`src/rtl/not8_serial_rx.sv`:
```
// not8_serial_rx: bit-serial receiver, LSB first, that presents the bitwise
// complement of each received 8-bit word on a registered parallel output.
//
// Optional feature macro: NOT8_RX_PARITY_EN
//   undefined : 8-bit frames, out_perr tied to 0.
//   defined   : 9-bit frames (8 data bits then one even-parity bit); out_perr
//               flags an odd count of ones across the 9 raw bits.
//
// Handshakes (both sides use the same rule): a transfer happens on a rising
// clk edge where valid && ready. in_ready depends only on registered state
// and out_ready, never on in_valid. Only the frame-completing bit can be
// stalled, and only while a previous word is still waiting on out.
module not8_serial_rx (
    input  logic       clk,
    input  logic       reset,
    input  logic       in_bit,
    input  logic       in_valid,
    output logic       in_ready,
    input  logic       in_sync,
    output logic [7:0] out,
    output logic       out_valid,
    input  logic       out_ready,
    output logic       out_perr
);

`ifdef NOT8_RX_PARITY_EN
    // Index of the frame-completing bit: the parity bit.
    localparam logic [3:0] LAST = 4'd8;
    localparam int         SR_W = 8;
`else
    // Index of the frame-completing bit: data bit 7, which bypasses sr.
    localparam logic [3:0] LAST = 4'd7;
    localparam int         SR_W = 7;
`endif

    // Bits that arrive before the completing bit are parked here.
    logic [SR_W-1:0] sr_q, sr_d;
    logic [3:0]      cnt_q, cnt_d;
    logic [7:0]      out_q, out_d;
    logic            out_valid_q, out_valid_d;

    logic            take;
    logic            at_last;
    logic            frame_done;
    logic [7:0]      word;

    assign at_last    = (cnt_q == LAST);
    assign in_ready   = !(at_last && out_valid_q && !out_ready);
    assign take       = in_valid && in_ready;
    // A sync in the same cycle restarts the frame, so the bit becomes bit 0.
    assign frame_done = take && !in_sync && at_last;

`ifdef NOT8_RX_PARITY_EN
    assign word = sr_q;
`else
    assign word = {in_bit, sr_q};
`endif

    assign out       = out_q;
    assign out_valid = out_valid_q;

    // Next-state for the shift register and bit counter.
    always_comb begin
        sr_d  = sr_q;
        cnt_d = cnt_q;
        if (in_sync) begin
            sr_d  = '0;
            cnt_d = 4'd0;
            if (take) begin
                sr_d[0] = in_bit;
                cnt_d   = 4'd1;
            end
        end else if (take) begin
            if (at_last) begin
                cnt_d = 4'd0;
            end else begin
                for (int i = 0; i < SR_W; i++) begin
                    if (cnt_q == i[3:0]) begin
                        sr_d[i] = in_bit;
                    end
                end
                cnt_d = cnt_q + 4'd1;
            end
        end
    end

    // Next-state for the output holding register; a completing frame wins
    // over a consume so back-to-back words leave no bubble.
    always_comb begin
        out_d       = out_q;
        out_valid_d = out_valid_q;
        if (out_valid_q && out_ready) begin
            out_valid_d = 1'b0;
        end
        if (frame_done) begin
            out_d       = ~word;
            out_valid_d = 1'b1;
        end
    end

    // State registers for frame assembly and the output word.
    always_ff @(posedge clk) begin
        if (reset) begin
            sr_q        <= '0;
            cnt_q       <= 4'd0;
            out_q       <= 8'h00;
            out_valid_q <= 1'b0;
        end else begin
            sr_q        <= sr_d;
            cnt_q       <= cnt_d;
            out_q       <= out_d;
            out_valid_q <= out_valid_d;
        end
    end

`ifdef NOT8_RX_PARITY_EN
    // Running XOR of the bits accepted so far in the current frame.
    logic par_q, par_d;
    logic perr_q, perr_d;

    // Next-state for the running parity and the error flag paired with out.
    always_comb begin
        par_d  = par_q;
        perr_d = perr_q;
        if (in_sync) begin
            par_d = take ? in_bit : 1'b0;
        end else if (take) begin
            par_d = at_last ? 1'b0 : (par_q ^ in_bit);
        end
        if (frame_done) begin
            perr_d = par_q ^ in_bit;
        end
    end

    // Parity registers, cleared with the rest of the receiver.
    always_ff @(posedge clk) begin
        if (reset) begin
            par_q  <= 1'b0;
            perr_q <= 1'b0;
        end else begin
            par_q  <= par_d;
            perr_q <= perr_d;
        end
    end

    assign out_perr = perr_q;
`else
    assign out_perr = 1'b0;
`endif

endmodule

```
`config.mk`:
```
export PLATFORM = sky130hd
export DESIGN_NAME = not8_serial_rx
export DESIGN_NICKNAME = d
export VERILOG_FILES = /design/src/rtl/not8_serial_rx.sv
export SDC_FILE = /design/constraint.sdc
export NUM_CORES = 1
export LEC_CHECK = 0
export ABC_AREA = 1
export BUFFER_PORTS_ARGS = -buffer_cell sky130_fd_sc_hd__buf_2
export CAP_MARGIN = 15
export CORE_ASPECT_RATIO = 1.2
export CORE_MARGIN = 10
export CORE_UTILIZATION = 48
export DETAILED_ROUTE_END_ITERATION = 16
export PLACE_DENSITY = 0.81
export SETUP_SLACK_MARGIN = 0.5
export SYNTH_ARGS = -nofsm -noshare
export SYNTH_HDL_FRONTEND = slang
export SYNTH_SLANG_ARGS = --single-unit
export TNS_END_PERCENT = 50
```
`constraint.sdc`:
```
create_clock -name clk -period 1.5 [get_ports clk]
set_clock_uncertainty 0.2 [all_clocks]
set_input_delay 0.225 -clock clk [delete_from_list [all_inputs] [get_ports clk]]
set_output_delay 0.225 -clock clk [all_outputs]
set_load 0.05 [all_outputs]
```
# ---- Word-level counts from Yosys, hierarchy flattened
# Cells that the tools add are included.
dict set report classes {
  addsub 1
  multipliers 0
  n_div 0
  order_cmp 0
  eq_ne 8
  shifts 0
  mux 11
  bitwise 2
  reduce_logical 21
}
# cell n
set ops {}
lappend ops {{$reduce_and 3->1} 7}
lappend ops {{$eq 4x3->1 const B} 4}
lappend ops {{$mux 4} 3}
lappend ops {{$eq 4x2->1 const B} 2}
lappend ops {{$mux 1} 8}
lappend ops {{$not 8->8} 1}
lappend ops {{$logic_and 1x1->1} 6}
lappend ops {{$reduce_bool 2->1} 3}
lappend ops {{$add 4x1->4 const B} 1}
lappend ops {{$eq 4x1->1 const B} 1}
lappend ops {{$logic_not 4->1} 1}
lappend ops {{$logic_not 1->1} 3}
lappend ops {{$ne 2x2->1 const B} 1}
lappend ops {{$reduce_or 2->1} 1}
lappend ops {{$not 1->1} 1}
dict set report totals {
  register_bits 20
  latch_bits 0
  ramBits 0
  rom_bits 0
  out_inout_bits 11
  n_memories 0
}

# ---- Depth between registers and ports, before layout
# Gate-level depths: netlist of the first run.
dict set report logic_depth {
  depth_word 8
  depth_mapped 8
}

# ---- Worst setup path before layout of the first run
# Ideal clock, no wire load.
dict set report synth_path {
  path_type {register -> register}
  from {register out_valid_q (netlist: out_valid)}
  to {register cnt_q[2]}
  arrival_ns 1.349
  t_required_ns 1.185
  setup_slack_ns -0.164
  path_stages_with_launch 7
  n_path_buf 1
  synth_period_minus_slack_ns 1.664
  path_cell_list {dfxtp_1 nand2_1 nor2_1 nor2_2 buf_6 a21oi_1 nor2_1}
}
dict set report synth_between {
  elab_chain_cells 5
}
# item line_no
set synth_lines {}
lappend synth_lines {{start: declaration} 40} ;# logic out_valid_q, out_valid_d;
lappend synth_lines {{start signal: assignment} 112} ;# out_valid_q <= out_valid_d;
lappend synth_lines {{$logic_and 1x1->1 (2 in series)} 48} ;# assign in_ready = !(at_last && out_valid_q && !out_ready);
lappend synth_lines {{$logic_not 1->1} 48}
lappend synth_lines {{$logic_and 1x1->1} 49} ;# assign take = in_valid && in_ready;
lappend synth_lines {{$reduce_bool 2->1 (no line)} --}
lappend synth_lines {{end signal: assignment} 110} ;# cnt_q <= cnt_d;
lappend synth_lines {{end: declaration} 38} ;# logic [3:0] cnt_q, cnt_d;
# Every way passes these cells.
# A chain may end at the register's enable or synchronous reset.

# ---- Worst setup path after layout of the first run
dict set report layout_path {
  from {register cnt_q[1]}
  to {output in_ready}
}
dict set report layout_between {
  elab_chain_cells 4
}
# item line_no
set layout_lines {}
lappend layout_lines {{$eq 4x3->1} 47} ;# assign at_last = (cnt_q == LAST);
lappend layout_lines {{$logic_and 1x1->1 (2 in series)} 48}
lappend layout_lines {{$logic_not 1->1} 48}
lappend layout_lines {{end: declaration} 18} ;# output logic in_ready,
# Every way passes these cells.

==> results_dict.tcl, run 1 <==
set metrics [dict create \
    most-common-layout-cells "18 x nand2_1, 17 x dfxtp_1, 17 x buf_4" \
    hold_class "in2reg" \
    arrival_ps 1280 \
    violations "setup timing" \
    route.met2.wl_um 1730 \
    stdcell_count 185 \
    setup_violations 19 \
    worstPathMaxFanout 2 \
    dpl.hpwl_um 1800 \
    cts_tree "built" \
    critPathRequiredTime_ps 1070 \
    ant_nets 0 \
    place_area_mm2 0.00115 \
    clock_path_buffers 2 \
    rsz0062_at_grt "yes" \
    yosysUniqueCellTypes 24 \
    drt_iter0_markers 46 \
    portBuffers 15 \
    fillers 104 \
    n_antenna_cell 0 \
    timing.hold.ws_ps 40.4 \
    path_cells "ha_4, nand3_4, nor2_4, inv_2, buf_6" \
    syn-cell-area_um2 976 \
    cts_max_level 1 \
    finalWirelength_um 3430 \
    status "finished, violations left" \
    crit_family "flip-flops" \
    syn_nets 137 \
    wl_met3_um 243 \
    antenna_found_initial 0 \
    clkPwrFrac_pct 36.6 \
    slowest_delay_ps 380 \
    synth_top_area_share_pct 41.0 \
    rows 17 \
    clock_sinks 20 \
    die_h_um 69.4 \
    end_kind "output pin" \
    layout_setup_ws_ps -208 \
    power.leakage_nw 0.628 \
    synth_cells 127 \
    critPathSlowestCell "dfxtp_4" \
    drive_above_1_share_pct 45.8 \
    power_density_mw_per_mm2 701 \
    ir_drop_mv 0.756 \
    io_pins 17 \
    clk_latency_ps 320 \
    pwr-share-seq_pct 49.9 \
    viasPerCell 5.90 \
    p_sw_mw 0.285 \
    cp.buffers_inverters 2 \
    synth-seq-cells 20 \
    drv_slew 0 \
    path_clk_slew_ps 120 \
    grt_max_degree 13 \
    drtPass1Iterations 4 \
    dpl.cell_count 168 \
    synth.area.top_cells "dfxtp_1 41%, nand2_1 7.7%, inv_1 5.8%, a21oi_1 5.6%, nand3_1 5.6%" \
    min_period_ps 1710 \
    m1WireLength_um 1280 \
    seq_area_frac_synth_pct 41.0 \
    vias 1091 \
    grt_usage_pct 14.5 \
    dieArea_mm2 0.00424 \
    final_nets 177 \
    clock.fmax_ghz 0.586 \
    yosys.area.top_type "dfxtp_1" \
    final_core_util_pct 81.2 \
    initial_utilization_pct 51.6 \
    grt_pass1_wl_um 4750 \
    grt-ovfl-total 0 \
    gp_routability_congestion 0.907 \
    highest_layer "met4" \
    cts_root_buffer "clkbuf_4" \
    fp.dieW_um 61.2 \
    min_period_over_period_pct 114 \
    swShare_pct 26.4 \
    final-hold-violation-count 0 \
    final_cell_area_mm2 0.00154 \
    core_area_mm2 0.00189 \
    avgSynthCellArea_um2 7.68 \
    yosysWarnings 0 \
    wl_per_cell_um 18.5 \
    start_kind "register" \
    grt_pass1_vias 993 \
    area_delta_synth_final_pct 57.6 \
    mostFrequentLayoutCell "nand2_1" \
    cts_made_buffers 3 \
    p_int_mw 0.793 \
    path_class "reg2out" \
    maxCapViolCount 0 \
    power_frac_comb_pct 13.5 \
    drc 0 \
]
==> cell type report <==
type                    count  area, µm²  area share (%)
well taps                  19       23.8            1.55
multi-input cells          87        621            40.4
repair buffers             38        345            22.5
flip-flops and latches     20        412            26.8
inverters                  17       88.8            5.78
clock buffers               4       47.5            3.09
==> cells in the mapped netlist <==
cell type	number
nor2_2	1
nor2_1	14
clkbuf_1	1
o21ai_0	5
a21oi_1	11
nand3_1	11
dfxtp_1	20
nand2_1	20
nand3_4	1
conb_1	1
buf_4	1
nor3b_1	1
xor2_1	1
buf_6	2
ha_1	4
o211ai_2	1
clkinv_4	1
o21ai_1	4
nand4_4	1
a31oi_1	1
nand4_1	6
and2_1	3
inv_1	15
clkinv_1	1
==> power groups by stage <==
| stage | registers [mW] | logic (mW) | clock network (mW) |
|---|---|---|---|
| 4_1_cts | 0.538 | 0.109 | 0.400 |
| 3_3_place_gp | 0.549 | 0.0858 | 0 |
| 3_5_place_dp | 0.550 | 0.0886 | 0 |
| 2_1_floorplan | 0.551 | 0.0547 | 0 |
| 5_1_grt | 0.539 | 0.154 | 0.432 |
| 6_report | 0.538 | 0.146 | 0.394 |
==> tightest hold or removal path, cell delays in order <==
cell	delay, ps
buf_2	160
o211ai_2	90
a21oi_2	50
==> flip-flops by register name, summed over array words and instances (netlist names) <==
name and count:
out 8, out_valid 1, cnt_q 4, sr_q 7
==> stage by stage <==
step	total power [mW]	setup TNS [ps]	setup slack, ps
2_1_floorplan	0.606	0	53.1
3_3_place_gp	0.635	-504	-110
3_5_place_dp	0.638	-981	-161
4_1_cts	1.05	-1270	-162
5_1_grt	1.12	-2770	-269
6_report	1.08	-1480	-208
==> worst paths after layout <==
check,slack (ps),depth (start not counted),startpoint,endpoint
max,-210,5,cnt_q[1],in_ready
max reg2reg,-200,8,cnt_q[1],out[3]
min reg2reg,290,2,sr_q[3],sr_q[3]
min,40,3,in_bit,sr_q[0]
==> metal layers <==
metal  global-route usage, %  vias up
met2                    23.6       52
li1                        -      495
met1                    15.6      523
met3                    4.20       21
met4                    8.31        0
met5                       0        -
==> what timing repair did <==
| item | in CTS | in global routing |
|---|---|---|
| endpoints found under the hold margin | 2 | 0 |
| gates resized for setup | 34 | 34 |
| setup endpoints to repair | 30 | 30 |
| cloned | 1 | 0 |
| pin swaps | 6 | 11 |
| setup buffers | 6 | 6 |
==> cells by family after synthesis <==
logic type               after synthesis  synth area share [%]
other                                  1                 0.384
buffers and inverters                 21                  10.5
XOR/XNOR                               1                 0.898
adder cells (fa/ha/maj)                4                  5.13
AND/OR/NAND/NOR                       58                  29.9
flip-flops                            20                  41.0
AO/OA/AOI/OAI                         22                  12.2
Note: power is estimated with default switching activity, not from simulation.
==> inputs of run 2 (changes only) <==
--- a/config.mk
+++ b/config.mk
@@ -12,5 +12,5 @@
 export CORE_MARGIN = 10
-export CORE_UTILIZATION = 48
+export CORE_UTILIZATION = 40
 export DETAILED_ROUTE_END_ITERATION = 16
-export PLACE_DENSITY = 0.81
+export PLACE_DENSITY = 0.71
 export SETUP_SLACK_MARGIN = 0.5
==> constraint.sdc (replaced) <==
create_clock -name clk -period 1.5 [get_ports clk]
set_clock_uncertainty 0.2 [all_clocks]
set_input_delay 0.15 -clock clk [delete_from_list [all_inputs] [get_ports clk]]
set_output_delay 0.15 -clock clk [all_outputs]
set_load 0.05 [all_outputs]
==> run 2 against run 1 <==
The flow finishes with violations (hold timing, setup timing). Routed wire length is 21% lower. Core utilization is 18 points lower. Non-clock buffer count is 2 lower. Global-route usage is 3.0 points lower. Sequential cell count stayed put. Fmax is 1.4% higher. Cell count is 4.9% higher. Worst hold slack worse by 91 ps. Register-to-register slack better by 20 ps. Largest power group unchanged.
==> results_dict.tcl, run 2 (synthesized netlist as in run 1, its figures left out) <==
set metrics [dict create \
    status "finished, violations left" \
    violations "hold timing, setup timing" \
    end_kind "register" \
    initial_utilization_pct 42.3 \
    crit_start "cnt_q[0]" \
    io_pins 17 \
    core_area_mm2 0.00231 \
    timing.hold.ws_ps -50.8 \
    ant_nets 0 \
    place_ws_ps -156 \
    min_period_over_period_pct 112 \
    final_nets 174 \
    grt_pass1_vias 1038 \
    cts_max_level 1 \
    fillers 186 \
    gp_routability_congestion 0.859 \
    cts_tree "built" \
    grt-ovfl-total 0 \
    hold_buffers 1 \
    clock_sinks 20 \
    drtPass1Iterations 4 \
    cts_made_buffers 3 \
    grt_pass1_wl_um 4440 \
    hold_class "in2reg" \
    power_density_mw_per_mm2 704 \
    clock_path_buffers 2 \
    drt_iter0_markers 46 \
    path_clk_slew_ps 120 \
    die_h_um 74.1 \
    grt_max_degree 13 \
    viasPerCell 5.05 \
    worstPathMaxFanout 7 \
    drive_above_1_share_pct 39.3 \
    endpoint "out[7]" \
    r2r-start "cnt_q[0]" \
    rows 19 \
    wl_per_cell_um 13.9 \
    maxCapViolCount 0 \
    grt_usage_pct 11.5 \
    fp.dieW_um 65.1 \
    n_antenna_cell 0 \
    most-common-layout-cells "18 x nand2_1, 17 x dfxtp_1, 14 x buf_4" \
    portBuffers 15 \
    start_kind "register" \
    regArea_um2 412 \
    multi_input_area_um2 558 \
    layout_setup_ws_ps -184 \
    dpl.hpwl_um 1750 \
    setup_violations 18 \
    area_delta_synth_final_pct 49.5 \
    arrival_ps 1720 \
    fin_setup_tns_ps -1920 \
    rr_worst_depth 9 \
    cts_root_buffer "clkbuf_4" \
    ir_drop_mv 0.625 \
    r2r-end "out[7]" \
    finalWirelength_um 2700 \
    dieArea_mm2 0.00482 \
    place_area_mm2 0.00117 \
    drv_slew 0 \
    worst-r2r-setup-slack_ps -180 \
    power.leakage_nw 0.602 \
    critPathRequiredTime_ps 1540 \
    final-hold-violation-count 10 \
    vias 979 \
    min_period_ps 1680 \
    rsz0062_at_grt "yes" \
    antenna_found_initial 0 \
    drc 0 \
    mostFrequentLayoutCell "nand2_1" \
    clk_latency_ps 300 \
    largest_register_ff_count 8 \
    power_mw 1.03 \
    path_class "reg2reg" \
    final_cell_area_mm2 0.00146 \
    clock.fmax_ghz 0.594 \
]
-- run 2: cell count changes in the layout (fill, tap and decap cells not counted), sizes merged --
cell         delta
buf             -3
clkinv          -1
dlygate4sd3     +1
inv             +1
nand4           -1
-- run 2: metal layers --
layer / vias to the layer above / wire [µm] / GRT usage, %
met5: - / 0 / 0
met4: 0 / 36 / 6.90
met3: 6 / 110 / 1.95
met2: 24 / 1470 / 21.9
met1: 466 / 1080 / 11.3
li1: 483 / - / -
-- run 2: how the worst min path moves through the flow --
stage	cells after the start	from	endpoint
final	2	reset	cnt_q[0]
after global routing	2	reset	cnt_q[0]
after CTS	2	reset	cnt_q[0]
after detailed placement	2	sr_q[3]	sr_q[3]
after global placement	2	sr_q[3]	sr_q[3]
after floorplan	2	in_bit	sr_q[4]
-- run 2: final cells by class --
class	instances	share of cell area [%]
multi-input cells	86	38.3
repair buffers	36	22.4
well taps	31	2.66
inverters	17	5.23
clock buffers	4	3.26
flip-flops and latches	20	28.2
-- run 2: timing repair --
| action | in CTS | in global routing |
|---|---|---|
| resized for setup | 37 | 13 |
| setup endpoints to repair | 30 | 30 |
| endpoints found under the hold margin | 12 | 10 |
| setup buffers | 5 | 3 |
| gates cloned | 0 | 0 |
| pin swaps | 6 | 5 |
-- run 2: where the power goes --
part	total (mW)	switching [mW]	internal [mW]
Clock	0.372	0.169	0.203
Sequential	0.537	0.00420	0.533
Combinational	0.117	0.0728	0.0441
Total	1.03	0.246	0.780
-- run 2: per-stage QoR --
| step | cells | hold slack [ps] | utilization [%] |
|---|---|---|---|
| final | 194 | -50.8 | 63.3 |
| after global placement | 181 | 242 | 50.7 |
| after CTS | 191 | -72.5 | 59.8 |
| after global routing | 194 | -59.0 | 63.3 |
| after detailed placement | 181 | 250 | 50.7 |
| after floorplan | 127 | 84.9 | - |
-- run 2: critical path, cell delays in order (launching register included) --
cell and delay [ps]:
dfxtp_4 370, ha_4 160, nand3_4 100, nor2_4 40, buf_4 140, buf_6 110, nor2_4 110, buf_6 140
nand4_1 100, a21oi_1 140
